## src/rtl/seq_multiplier_pkg.sv

```systemverilog
// Shared types and sizing helpers for the sequential shift-add multiplier.
package seq_mult_pkg;

  typedef enum logic [1:0] {
    IDLE = 2'd0,
    BUSY = 2'd1,
    DONE = 2'd2
  } state_t;

  // Step counter must hold D_SIZE itself, hence +1 before the log.
  function automatic int cnt_w(input int d_size);
    return $clog2(d_size + 1);
  endfunction

endpackage

```

## src/rtl/seq_multiplier_if.sv

```systemverilog
// Operand/result handshake bundle for seq_multiplier.
interface seq_multiplier_if #(
  parameter int D_SIZE = 8
);
  logic                  in_valid;
  logic                  in_ready;
  logic [D_SIZE-1:0]     multicand;
  logic [D_SIZE-1:0]     multiplier;
  logic                  is_signed;
  logic                  out_valid;
  logic                  out_ready;
  logic [2*D_SIZE-1:0]   product;

  // Operand producer / result consumer side.
  modport master (
    output in_valid, multicand, multiplier, is_signed, out_ready,
    input  in_ready, out_valid, product
  );

  // Multiplier side.
  modport slave (
    input  in_valid, multicand, multiplier, is_signed, out_ready,
    output in_ready, out_valid, product
  );
endinterface

```

## src/rtl/seq_multiplier.sv

```systemverilog
// Sequential shift-add multiplier: one D_SIZE x D_SIZE product every
// D_SIZE+1 cycles with a single adder. Signed mode multiplies magnitudes
// and negates the final product when the operand signs differ.
module seq_multiplier
  import seq_mult_pkg::*;
#(
  parameter int D_SIZE = 8
) (
  input  logic           clk,
  input  logic           rst_n,
  seq_multiplier_if.slave bus
);

  localparam int CW = cnt_w(D_SIZE);

  state_t                state, state_nxt;
  logic                  accept;
  logic [CW-1:0]         cnt;
  logic [D_SIZE-1:0]     mcand_q;
  logic [D_SIZE-1:0]     mplier_q;
  logic [D_SIZE-1:0]     acc_q;
  logic                  neg_q;
  logic [2*D_SIZE-1:0]   product_q;
  logic [D_SIZE-1:0]     addend;
  logic [D_SIZE:0]       sum;
  logic [2*D_SIZE-1:0]   mag;
  logic [2*D_SIZE-1:0]   prod_nxt;
  logic [D_SIZE-1:0]     a_abs;
  logic [D_SIZE-1:0]     b_abs;

  // Two's-complement magnitude; the most-negative value maps to
  // 2^(D_SIZE-1), which still fits in D_SIZE unsigned bits.
  function automatic logic [D_SIZE-1:0] magnitude(input logic [D_SIZE-1:0] v,
                                                  input logic              sgn);
    return (sgn && v[D_SIZE-1]) ? -v : v;
  endfunction

  assign accept      = bus.in_valid && bus.in_ready;
  assign a_abs       = magnitude(bus.multicand, bus.is_signed);
  assign b_abs       = magnitude(bus.multiplier, bus.is_signed);
  assign bus.product = product_q;

  // State register.
  always_ff @(posedge clk or negedge rst_n) begin
    if (!rst_n) state <= IDLE;
    else        state <= state_nxt;
  end

  // Next-state and handshake outputs; DONE releases in_ready when the
  // consumer takes the result so a new operation can start on that edge.
  always_comb begin
    state_nxt     = state;
    bus.in_ready  = 1'b0;
    bus.out_valid = 1'b0;
    unique case (state)
      IDLE: begin
        bus.in_ready = 1'b1;
        if (bus.in_valid) state_nxt = BUSY;
      end
      BUSY: begin
        if (cnt == CW'(1)) state_nxt = DONE;
      end
      DONE: begin
        bus.out_valid = 1'b1;
        bus.in_ready  = bus.out_ready;
        if (bus.out_ready) state_nxt = bus.in_valid ? BUSY : IDLE;
      end
      default: state_nxt = IDLE;
    endcase
  end

  // One shift-add step: conditional add into the upper half, then shift
  // {carry, acc, mplier} right by one. mag is the full magnitude after the
  // step, used only on the final iteration.
  always_comb begin
    addend   = mplier_q[0] ? mcand_q : '0;
    sum      = {1'b0, acc_q} + {1'b0, addend};
    mag      = {sum, mplier_q[D_SIZE-1:1]};
    prod_nxt = neg_q ? -mag : mag;
  end

  // Datapath: load on accept, iterate while BUSY, publish product only on
  // the edge entering DONE so it stays stable otherwise.
  always_ff @(posedge clk or negedge rst_n) begin
    if (!rst_n) begin
      cnt       <= '0;
      mcand_q   <= '0;
      mplier_q  <= '0;
      acc_q     <= '0;
      neg_q     <= 1'b0;
      product_q <= '0;
    end else if (accept) begin
      cnt      <= CW'(D_SIZE);
      mcand_q  <= a_abs;
      mplier_q <= b_abs;
      acc_q    <= '0;
      neg_q    <= bus.is_signed &&
                  (bus.multicand[D_SIZE-1] ^ bus.multiplier[D_SIZE-1]);
    end else if (state == BUSY) begin
      cnt      <= cnt - CW'(1);
      acc_q    <= sum[D_SIZE:1];
      mplier_q <= {sum[0], mplier_q[D_SIZE-1:1]};
      if (cnt == CW'(1)) product_q <= prod_nxt;
    end
  end

endmodule
```

## src/flat_wrapper.sv

```systemverilog
// flat-port wrapper written by rule: the top's interface ports become plain ports
module seq_multiplier_flat import seq_mult_pkg::*;
#(
  parameter int D_SIZE = 8
)
  (clk, rst_n, bus_in_valid, bus_multicand, bus_multiplier, bus_is_signed, bus_out_ready, bus_in_ready, bus_out_valid, bus_product);
  seq_multiplier_if #(.D_SIZE(D_SIZE)) bus_i ();
  input  logic clk;
  input  logic rst_n;
  input wire logic [$bits(bus_i.in_valid)-1:0] bus_in_valid;
  input wire logic [$bits(bus_i.multicand)-1:0] bus_multicand;
  input wire logic [$bits(bus_i.multiplier)-1:0] bus_multiplier;
  input wire logic [$bits(bus_i.is_signed)-1:0] bus_is_signed;
  input wire logic [$bits(bus_i.out_ready)-1:0] bus_out_ready;
  output wire logic [$bits(bus_i.in_ready)-1:0] bus_in_ready;
  output wire logic [$bits(bus_i.out_valid)-1:0] bus_out_valid;
  output wire logic [$bits(bus_i.product)-1:0] bus_product;
  assign bus_i.in_valid = bus_in_valid;
  assign bus_i.multicand = bus_multicand;
  assign bus_i.multiplier = bus_multiplier;
  assign bus_i.is_signed = bus_is_signed;
  assign bus_i.out_ready = bus_out_ready;
  assign bus_in_ready = bus_i.in_ready;
  assign bus_out_valid = bus_i.out_valid;
  assign bus_product = bus_i.product;
  seq_multiplier #(.D_SIZE(D_SIZE)) u_core (.clk(clk), .rst_n(rst_n), .bus(bus_i));
endmodule
```

## config.mk

```make
export PLATFORM = sky130hd
export DESIGN_NAME = seq_multiplier_flat
export DESIGN_NICKNAME = d
export VERILOG_FILES = /design/src/rtl/seq_multiplier_pkg.sv /design/src/rtl/seq_multiplier_if.sv /design/src/rtl/seq_multiplier.sv /design/src/flat_wrapper.sv
export SDC_FILE = /design/constraint.sdc
export NUM_CORES = 1
export LEC_CHECK = 0
export BUFFER_PORTS_ARGS = -buffer_cell sky130_fd_sc_hd__buf_2
export CORE_UTILIZATION = 40
export DETAILED_ROUTE_END_ITERATION = 10
export PLACE_DENSITY = 0.61
export SYNTH_ARGS = -nofsm -noshare
export SYNTH_HDL_FRONTEND = slang
export SYNTH_SLANG_ARGS = --single-unit
export TNS_END_PERCENT = 10
```

## constraint.sdc

```tcl
create_clock -name clk -period 3.9 [get_ports clk]
set_input_delay 0 -clock clk [delete_from_list [all_inputs] [get_ports clk]]
set_output_delay 0 -clock clk [all_outputs]
set_load 0.1 [all_outputs]
```

==> results.md, run 1 <==
* # IOs at 39
* Post CTS Setup Buffer Count at 0
* Antenna Cells at 0
* Vias in the first global route at 2,186
* H-tree levels at 2
* Via density at 5.06
* Core ar. at 7210 sq um
* Non-filler cells, final at 481
* RSZ-0062 raised after global routing: no
* Total die area at 7760 sq um
* First-iteration detailed-routing DRC count at 112
* GRT Total Usage at 0.173
* Share of layout cells above drive strength 1 at 0.152
* WP data required at 4.09 ns
* Hold Path Class: input port to flop
* WL met1 at 3190 microns
* Fill cells at 758
* Critical path launch point type: flop
* Setup TNS at 0 ns
* # resized after CTS at 0
* Uppermost routed layer: met4
* Count of final hold-check violations at 0
* Die width at 88.1 microns
* Initial antenna violation count at 0
* Critical path peak fanout at 9
* WL met2 at 2510 microns
* Asr flop ratio synth at 1.00
* IO buf count at 38
* Power Density at 911 nW/um^2
* DR WL met3 at 206 microns
* Area after DPL at 3240 sq um
* Lkg Pwr at 1.58 nW
* Syn Nets at 380
* FF+latch count, synth at 47
* Post-synth EDFFs at 0
* Largest net degree at the start of global routing at 48
* Vias at 2,436
* Clock transition at path regs at 0.09 ns
* Worst-skew pair later-pin latency at 0.31 ns
* Multi-input gate area at 1680 sq um
* Crit end category: flop
* Final instance area at 3360 sq um
* Crit share post-route at 0.708
* Die Span Y at 88.1 microns
* Synth warn at 0
* Slew HR at 0.307
* Max Slew Vio Count at 0
* Mean Syn Cell Area at 8.59 sq um
* CTS Sinks at 47
* Initial DRT Pass Iterations at 4
* Netlist cell types at 51
* Slew @ Worst Pin at 1.04 ns
* Fin nets at 416
* VDD IR-drop max at 0.216 mV
* Final Wtd Congestion at 0.775
* Max-cap viol count at 0
* Register area at 1180 sq um
* # DRC at 0
* Gr ovfl total at 0
* Kind of critical path: flop to flop
* Post-synthesis sequential area ratio at 0.397
* Fin crit period at 2.76 ns
* Max Freq at 0.362 GHz
* Utilization after layout at 0.466
* Placed insts at 469
* Mapped Area at 2960 sq um
* Cells after synthesis at 345
* Setup Viol. Count Final at 0
* Root buffer selected by CTS: clkbuf_8
* Total clock buffers created by CTS at 5
* Crit path DAT at 2.95 ns
* DP HPWL at 4410 microns
* Area Overhead vs Synth at 13.5%
* # hold bufs at CTS at 4
* Main flop type after synthesis: dfrtp_1
* CTS max path bufs at 2
* First-pass GRT wire length at 10,600 microns
* Antenna-violating nets left at 0
* TritonCTS clock tree: yes
* # rows at 31
* Status: completed
* Drt total wl at 5970 microns
* Initial Utilization at 0.411
* Skew final at 0.0116 ns
* Routed len/inst at 12.4 microns
Yosys cell counts, types with 5 or more instances:
cell / number / area [sq um]
o21ai_0: 30 / 150
ha_1: 13 / 163
nor2_1: 19 / 71.3
inv_1: 12 / 45.0
clkbuf_1: 13 / 48.8
and3_1: 5 / 31.3
xor2_1: 17 / 149
and2_1: 9 / 56.3
xnor2_1: 11 / 96.3
dfrtp_1: 47 / 1180
a31oi_1: 8 / 50.1
nand3_1: 18 / 90.1
a21oi_1: 14 / 70.1
nor3_1: 5 / 25.0
nand2_1: 61 / 229
state kept, by name, indices dropped and copies added (netlist names):
signal,flops
u_core.state,2
u_core.mplier_q,8
u_core.mcand_q,8
u_core.neg_q,1
u_core.acc_q,8
u_core.bus.product,16
u_core.cnt,4
placed cells by master, fill, tap and decap left out, types with 5 or more instances in the layout:
cell / count
xnor2_1: 11
dfrtp_1: 47
xor2_1: 17
ha_1: 13
inv_1: 12
clkbuf_8: 5
nand3_1: 18
buf_2: 38
nand2_1: 61
nor2_1: 19
and2_1: 9
and3_1: 5
a31oi_1: 8
nor3_1: 5
a21oi_1: 14
o21ai_0: 30
metal layers:
layer	GRT usage	vias up
li1	-	1289
met1	0.260	1099
met2	0.259	43
met3	0.0283	5
met4	0.0411	0
met5	0	-
layout make-up:
type | instances | share of cell area
clock inverters | 2 | 0.00372
repair buffers | 45 | 0.0751
inverters | 12 | 0.0134
well taps | 99 | 0.0368
multi-input cells | 270 | 0.500
clock buffers | 6 | 0.0216
flip-flops and latches | 47 | 0.350
power breakdown:
group | internal, W | switching (W)
combinational | 0.000554 | 0.00131
clock | 0.000126 | 0.000167
sequential | 0.000712 | 0.000191
total | 0.00139 | 0.00167
critical path, cell delays in order (launching register included):
cell       delay, ns
dfrtp_1         0.46
and2_1          0.18
ha_1            0.22
fa_1            0.46
a21o_1          0.22
a221oi_2        0.31
xor2_1          0.32
a2111oi_0       0.10
a211oi_1        0.30
nand2_1         0.08
cells by family (layout without fill, tap and decap cells):
family          after synthesis  in the layout  share of synthesized area
flops                        47             47                      0.397
simple gates                142            142                      0.233
mux                           5              5                     0.0173
xor+xnor                     28             28                     0.0827
fa+ha+maj                    14             14                     0.0616
compound gates               81             81                      0.172
buf+inv                      28             65                     0.0359
stage by stage:
stage                     hold slack, ns  setup slack (ns)  power (W)
after global routing              0.0273             0.929    0.00333
after CTS                        0.00282              1.18    0.00308
after global placement             0.186              1.25    0.00276
final                           0.000444              1.14    0.00306
after floorplan                   -0.296             0.862    0.00243
after detailed placement           0.193              1.18    0.00278
path summary, 6_finish.rpt:
check | start | endpoint | slack (ns) | cells past startpoint
max | u_core.mplier_q[0] | u_core.bus.product[13] | 1.14 | 9
min | bus_is_signed | u_core.neg_q | 0.0004 | 3
max reg2reg | u_core.mplier_q[0] | u_core.bus.product[13] | 1.14 | 9
min reg2reg | u_core.bus.product[9] | u_core.bus.product[9] | 0.47 | 2
max in group asynchronous | rst_n | u_core.mplier_q[4] | 2.85 | 2
min in group asynchronous | rst_n | u_core.bus.product[14] | 0.41 | 2
Power figures use the tool's default switching activity.
==> run 2, diff against run 1 <==
--- a/config.mk
+++ b/config.mk
@@ -8,7 +8,7 @@
 export BUFFER_PORTS_ARGS = -buffer_cell sky130_fd_sc_hd__buf_2
 export CORE_UTILIZATION = 40
 export DETAILED_ROUTE_END_ITERATION = 10
-export PLACE_DENSITY = 0.61
+export PLACE_DENSITY = 0.63
 export SYNTH_ARGS = -nofsm -noshare
 export SYNTH_HDL_FRONTEND = slang
 export SYNTH_SLANG_ARGS = --single-unit
==> constraint.sdc (replaced) <==
create_clock -name clk -period 2.3 [get_ports clk]
set_input_delay 0 -clock clk [delete_from_list [all_inputs] [get_ports clk]]
set_output_delay 0 -clock clk [all_outputs]
set_load 0.1 [all_outputs]
==> run 2 against run 1 <==
  * Flip-flop and latch count did not move
  * Critical endpoint unchanged
  * Final area grew 14%
  * The run now ends with setup timing left
  * Fmax grew 12%
  * Register-to-register slack got worse by 1.3 ns
  * Largest cell class unchanged
  * Sequential power rose by 67%
  * Combinational power is 110% higher
==> results.md, run 2 (synthesis results as in run 1) <==
* Status: finished with violations
* Failing checks: setup timing
* WHS Path Cells at 3
* Fin crit period at 2.46 ns
* Crit share post-route at 1.07
* Initial antenna violation count at 0
* Worst Hold End: u_core.mcand_q[2]
* Fill cells at 683
* H-tree levels at 2
* R2r worst-path depth at 9
* Placed insts at 493
* Total die area at 7760 sq um
* TritonCTS clock tree: yes
* Crit path DAT at 2.66 ns
* CTS Sinks at 47
* Max FFs per register at 16
* Hold Path Class: input port to flop
* Initial Utilization at 0.411
* Worst-skew pair later-pin latency at 0.31 ns
* Final Wtd Congestion at 0.796
* Area Overhead vs Synth at 28.9%
* Drt total wl at 6800 microns
* First-iteration detailed-routing DRC count at 136
* Die width at 88.1 microns
* Commonest non-fill, non-tap cell in the layout: nand2_1
* RSZ-0062 raised after global routing: yes
* Count of final hold-check violations at 0
* Initial DRT Pass Iterations at 4
* Total clock buffers created by CTS at 5
* Slew HR at 0.645
* Critical path launch point type: flop
* Crit end category: flop
* Non-filler cells, final at 515
* Max-cap viol count at 0
* Antenna Cells at 0
* Area after DPL at 3470 sq um
* Setup Viol. Count Final at 4
* Core ar. at 7210 sq um
* Flop-to-flop setup slack at -0.16 ns
* GRT Total Usage at 0.188
* Lkg Pwr at 1.76 nW
* VDD IR-drop max at 0.410 mV
* DP HPWL at 5010 microns
* # IOs at 39
* Reg2Reg Launch Point: u_core.mcand_q[0]
* Routed len/inst at 13.2 microns
* Slew @ Worst Pin at 0.532 ns
* Commonest non-fill, non-tap cells in the layout: nand2_1, dfrtp_1, buf_2, buf_4, o21ai_0
* Share of layout cells above drive strength 1 at 0.267
* Antenna-violating nets left at 0
* Vias in the first global route at 2,411
* Hold Path Origin: bus_multicand[2]
* Gr ovfl total at 0
* Root buffer selected by CTS: clkbuf_8
* Kind of critical path: flop to flop
* Max Freq at 0.406 GHz
* Critical path peak fanout at 4
* Via density at 5.09
* # rows at 31
* Die Span Y at 88.1 microns
* Worst setup margin at -0.161 ns
* R2r endpoint: u_core.bus.product[13]
* WP data required at 2.50 ns
* Final instance area at 3820 sq um
* CTS max path bufs at 2
* First-pass GRT wire length at 11,400 microns
* Skew final at 0.00600 ns
* IO buf count at 38
* Fin nets at 450
* Max Slew Vio Count at 0
* # DRC at 0
* Largest net degree at the start of global routing at 26
* Power Density at 1570 nW/um^2
* Utilization after layout at 0.529
* Vias at 2,620
* Clock transition at path regs at 0.09 ns
[run 2: changes by cell type in the layout (fill, tap and decap cells not counted), moves of 2 or more]
cell	before	now
buf_4	3	35
ha_1	13	7
ha_4	0	5
a2111oi_4	0	2
a21oi_1	14	12
a21oi_2	0	2
dlygate4sd3_1	4	6
nor4_2	2	0
nor4_4	0	2
o21ai_0	30	28
[run 2: critical path, cell delays in order, from the launching register on]
cell	delay [ns]
dfrtp_1	0.39
and2_4	0.16
ha_4	0.15
fa_2	0.37
a21o_1	0.24
a221oi_4	0.35
xor2_2	0.17
and4b_1	0.25
a211oi_2	0.19
nand2_1	0.07
[run 2: layout make-up]
| class | instances | area [sq um] | area share |
|---|---|---|---|
| sequential | 47 | 1180 | 0.308 |
| multi-input combinational | 270 | 1880 | 0.491 |
| clock buffer | 6 | 72.6 | 0.0190 |
| clock inverter | 2 | 12.5 | 0.00328 |
| inverter | 12 | 45.0 | 0.0118 |
| timing repair buffer | 79 | 513 | 0.134 |
| tap | 99 | 124 | 0.0324 |
[run 2: timing repair]
item / in CTS / in global routing
gates cloned: 0 / 0
gates resized for setup: 12 / 12
pin swaps: 6 / 8
setup buffers: 4 / 4
hold buffers: 6 / 0
hold endpoints to repair: 27 / 0
endpoints found under the setup margin: 4 / 7
[run 2: power breakdown]
part	internal [W]	leakage, nW	switching, W
logic	0.00142	1.13	0.00258
registers	0.00121	0.587	0.000300
clock network	0.000213	0.0412	0.000286
[run 2: metal layers]
| layer | vias to the layer above | track usage | wire length (microns) |
|---|---|---|---|
| li1 | 1351 | - | - |
| met1 | 1206 | 0.267 | 3380 |
| met2 | 56 | 0.300 | 3100 |
| met3 | 7 | 0.0311 | 237 |
| met4 | 0 | 0.0484 | 81 |
| met5 | - | 0 | 0 |
[run 2: how the worst max path moves through the flow]
stage                                  end          startpoint  cells past startpoint
global route        u_core.bus.product[13]   u_core.mcand_q[0]                      9
finish              u_core.bus.product[13]   u_core.mcand_q[0]                      9
detailed placement  u_core.bus.product[13]  u_core.mplier_q[0]                      9
global placement    u_core.bus.product[14]  u_core.mplier_q[0]                      9
CTS                 u_core.bus.product[14]   u_core.mcand_q[0]                      9
floorplan           u_core.bus.product[13]  u_core.mplier_q[0]                      9
[run 2: metrics by stage]
step | TNS [ns] | total power [W] | hold WS, ns | worst slack, ns
after floorplan | -0.179 | 0.00422 | -0.296 | -0.0610
after global placement | -0.512 | 0.00510 | 0.0164 | -0.159
after detailed placement | -0.714 | 0.00517 | 0.00925 | -0.226
after CTS | -0.476 | 0.00584 | 0.00146 | -0.145
after global routing | -1.12 | 0.00647 | 0.00534 | -0.310
final | -0.385 | 0.00601 | 0.00799 | -0.161
==> run 3, diff against run 2 <==
--- a/config.mk
+++ b/config.mk
@@ -6,9 +6,9 @@
 export NUM_CORES = 1
 export LEC_CHECK = 0
 export BUFFER_PORTS_ARGS = -buffer_cell sky130_fd_sc_hd__buf_2
-export CORE_UTILIZATION = 40
+export CORE_UTILIZATION = 25
 export DETAILED_ROUTE_END_ITERATION = 10
-export PLACE_DENSITY = 0.63
+export PLACE_DENSITY = 0.44
 export SYNTH_ARGS = -nofsm -noshare
 export SYNTH_HDL_FRONTEND = slang
 export SYNTH_SLANG_ARGS = --single-unit
==> run 3 against run 2 <==
  * The run still ends with setup timing left
  * Die area rose by 58%
  * Critical endpoint is now u_core.bus.product[15]
  * Final cell count grew 8.5%
  * Critical path depth is 1 higher
  * Routed wire length increased by 6.0%
  * Sequential share of layout area down 0.35 points
  * Highest routed layer unchanged
  * Final area grew 1.1%
==> results.md, run 3 (synthesis results as in run 1) <==
* Status: finished with violations
* Failing checks: setup timing
* Pint at 0.00306 W
* CTS Sinks at 47
* Crit. Startpoint: u_core.mcand_q[0]
* TritonCTS clock tree: yes
* First-iteration detailed-routing DRC count at 104
* Sw Pwr at 0.00313 W
* Die Span Y at 111 microns
* Max Freq at 0.419 GHz
* Fin crit period at 2.39 ns
* Core ar. at 11,500 sq um
* Max Slew Vio Count at 0
* Commonest non-fill, non-tap cells in the layout: nand2_1, dfrtp_1, buf_2, buf_4, o21ai_0
* Root buffer selected by CTS: clkbuf_16
* WHS Path Cells at 3
* Initial antenna violation count at 0
* IO buf count at 38
* Critical path launch point type: flop
* Antenna-violating nets left at 0
* Gr ovfl total at 0
* H-tree levels at 2
* Initial DRT Pass Iterations at 4
* Non-filler cells, final at 559
* WP data required at 2.46 ns
* Lkg Pwr at 1.80 nW
* # IOs at 39
* Area after DPL at 3560 sq um
* GRT Total Usage at 0.122
* Hold Path Class: input port to flop
* Count of final hold-check violations at 0
* Worst hold slack at 0.0193 ns
* Antenna Cells at 0
* Via density at 4.58
* Crit end category: flop
* Die width at 111 microns
* Placed insts at 542
* Total clock buffers created by CTS at 5
* Area Overhead vs Synth at 30.4%
* Initial Utilization at 0.258
* First-pass GRT wire length at 12,200 microns
* Switch share at 0.506
* Commonest non-fill, non-tap cell in the layout: nand2_1
* Power Density at 1600 nW/um^2
* CTS max path bufs at 2
* DP HPWL at 5680 microns
* Routed len/inst at 12.9 microns
* RSZ-0062 raised after global routing: yes
* Logic pwr share at 0.638
* Vias at 2,558
* Max FFs per register at 16
* Share of layout cells above drive strength 1 at 0.274
* # DRC at 0
* Setup Viol. Count Final at 3
* Clock transition at path regs at 0.06 ns
* Fill cells at 1,215
* Worst-skew pair later-pin latency at 0.29 ns
* Skew final at 0.00308 ns
* R2r worst-path depth at 10
* Clock Power Share at 0.120
* Largest net degree at the start of global routing at 30
* Worst setup margin at -0.0882 ns
* Drt total wl at 7210 microns
* Max-cap viol count at 0
* # rows at 39
* Crit path DAT at 2.55 ns
* Fin nets at 450
* Flop-to-flop setup slack at -0.09 ns
* Critical path peak fanout at 4
* Crit share post-route at 1.04
* Final Wtd Congestion at 0.751
* Post-place setup slack at -0.218 ns
* Vias in the first global route at 2,482
* Slew HR at 0.646
* Final instance area at 3860 sq um
* Sequential Power Share at 0.242
* Reg2Reg Launch Point: u_core.mcand_q[0]
* Slew @ Worst Pin at 0.532 ns
* VDD IR-drop max at 0.758 mV
* Total die area at 12,300 sq um
* CP endpoint: u_core.bus.product[15]
* R2r endpoint: u_core.bus.product[15]
* Kind of critical path: flop to flop
[run 3: layer usage]
layer	vias to the layer above	routed length [microns]	global-route usage
met2	45	3030	0.185
met5	-	0	0
met3	4	250	0.0224
met1	1150	3860	0.177
li1	1359	-	-
met4	0	70	0.0347
[run 3: cell type report]
cell class | instances | area (sq um) | area share
clock buffer | 7 | 143 | 0.0369
tap | 143 | 179 | 0.0463
clock inverter | 1 | 8.76 | 0.00227
timing repair buffer | 79 | 507 | 0.131
multi-input combinational | 270 | 1810 | 0.467
inverter | 12 | 45.0 | 0.0117
sequential | 47 | 1180 | 0.304
[run 3: through the flow]
stage	total power (W)	util	setup TNS [ns]
finish	0.00619	0.337	-0.245
global route	0.00671	0.337	-0.936
CTS	0.00612	0.330	-0.506
detailed placement	0.00528	0.311	-0.559
global placement	0.00525	0.311	-0.411
floorplan	0.00422	-	-0.179
[run 3: repair_timing]
action	in CTS	in global routing
pin swaps	7	10
gates resized for setup	7	13
setup endpoints to repair	4	9
setup buffers	3	4
hold endpoints to repair	19	0
hold buffers	2	0
[run 3: worst min-delay path by stage]
stage	to	startpoint	slack [ns]
after global routing	u_core.mcand_q[7]	bus_multicand[7]	0.02
after detailed placement	u_core.bus.product[13]	rst_n	-0.03
final	u_core.neg_q	bus_is_signed	0.02
after global placement	u_core.bus.product[13]	rst_n	-0.03
after CTS	u_core.mcand_q[7]	bus_multicand[7]	0.01
after floorplan	u_core.acc_q[0]	rst_n	-0.30
[run 3: power by group through the flow]
stage                     Clock [W]  Sequential, W  Combinational, W
after floorplan                   0        0.00231           0.00191
final                      0.000744        0.00150           0.00395
after CTS                  0.000772        0.00149           0.00386
after detailed placement          0        0.00150           0.00377
after global routing       0.000800        0.00156           0.00435
after global placement            0        0.00150           0.00375
[run 3: critical path: stages (launching register included)]
cell       delay, ns
dfrtp_1         0.38
and2_4          0.17
ha_4            0.15
fa_2            0.34
buf_4           0.14
xor2_1          0.19
nor4_2          0.19
o21ai_2         0.14
a2111oi_2       0.35
nand2b_1        0.15
nand3_1         0.06
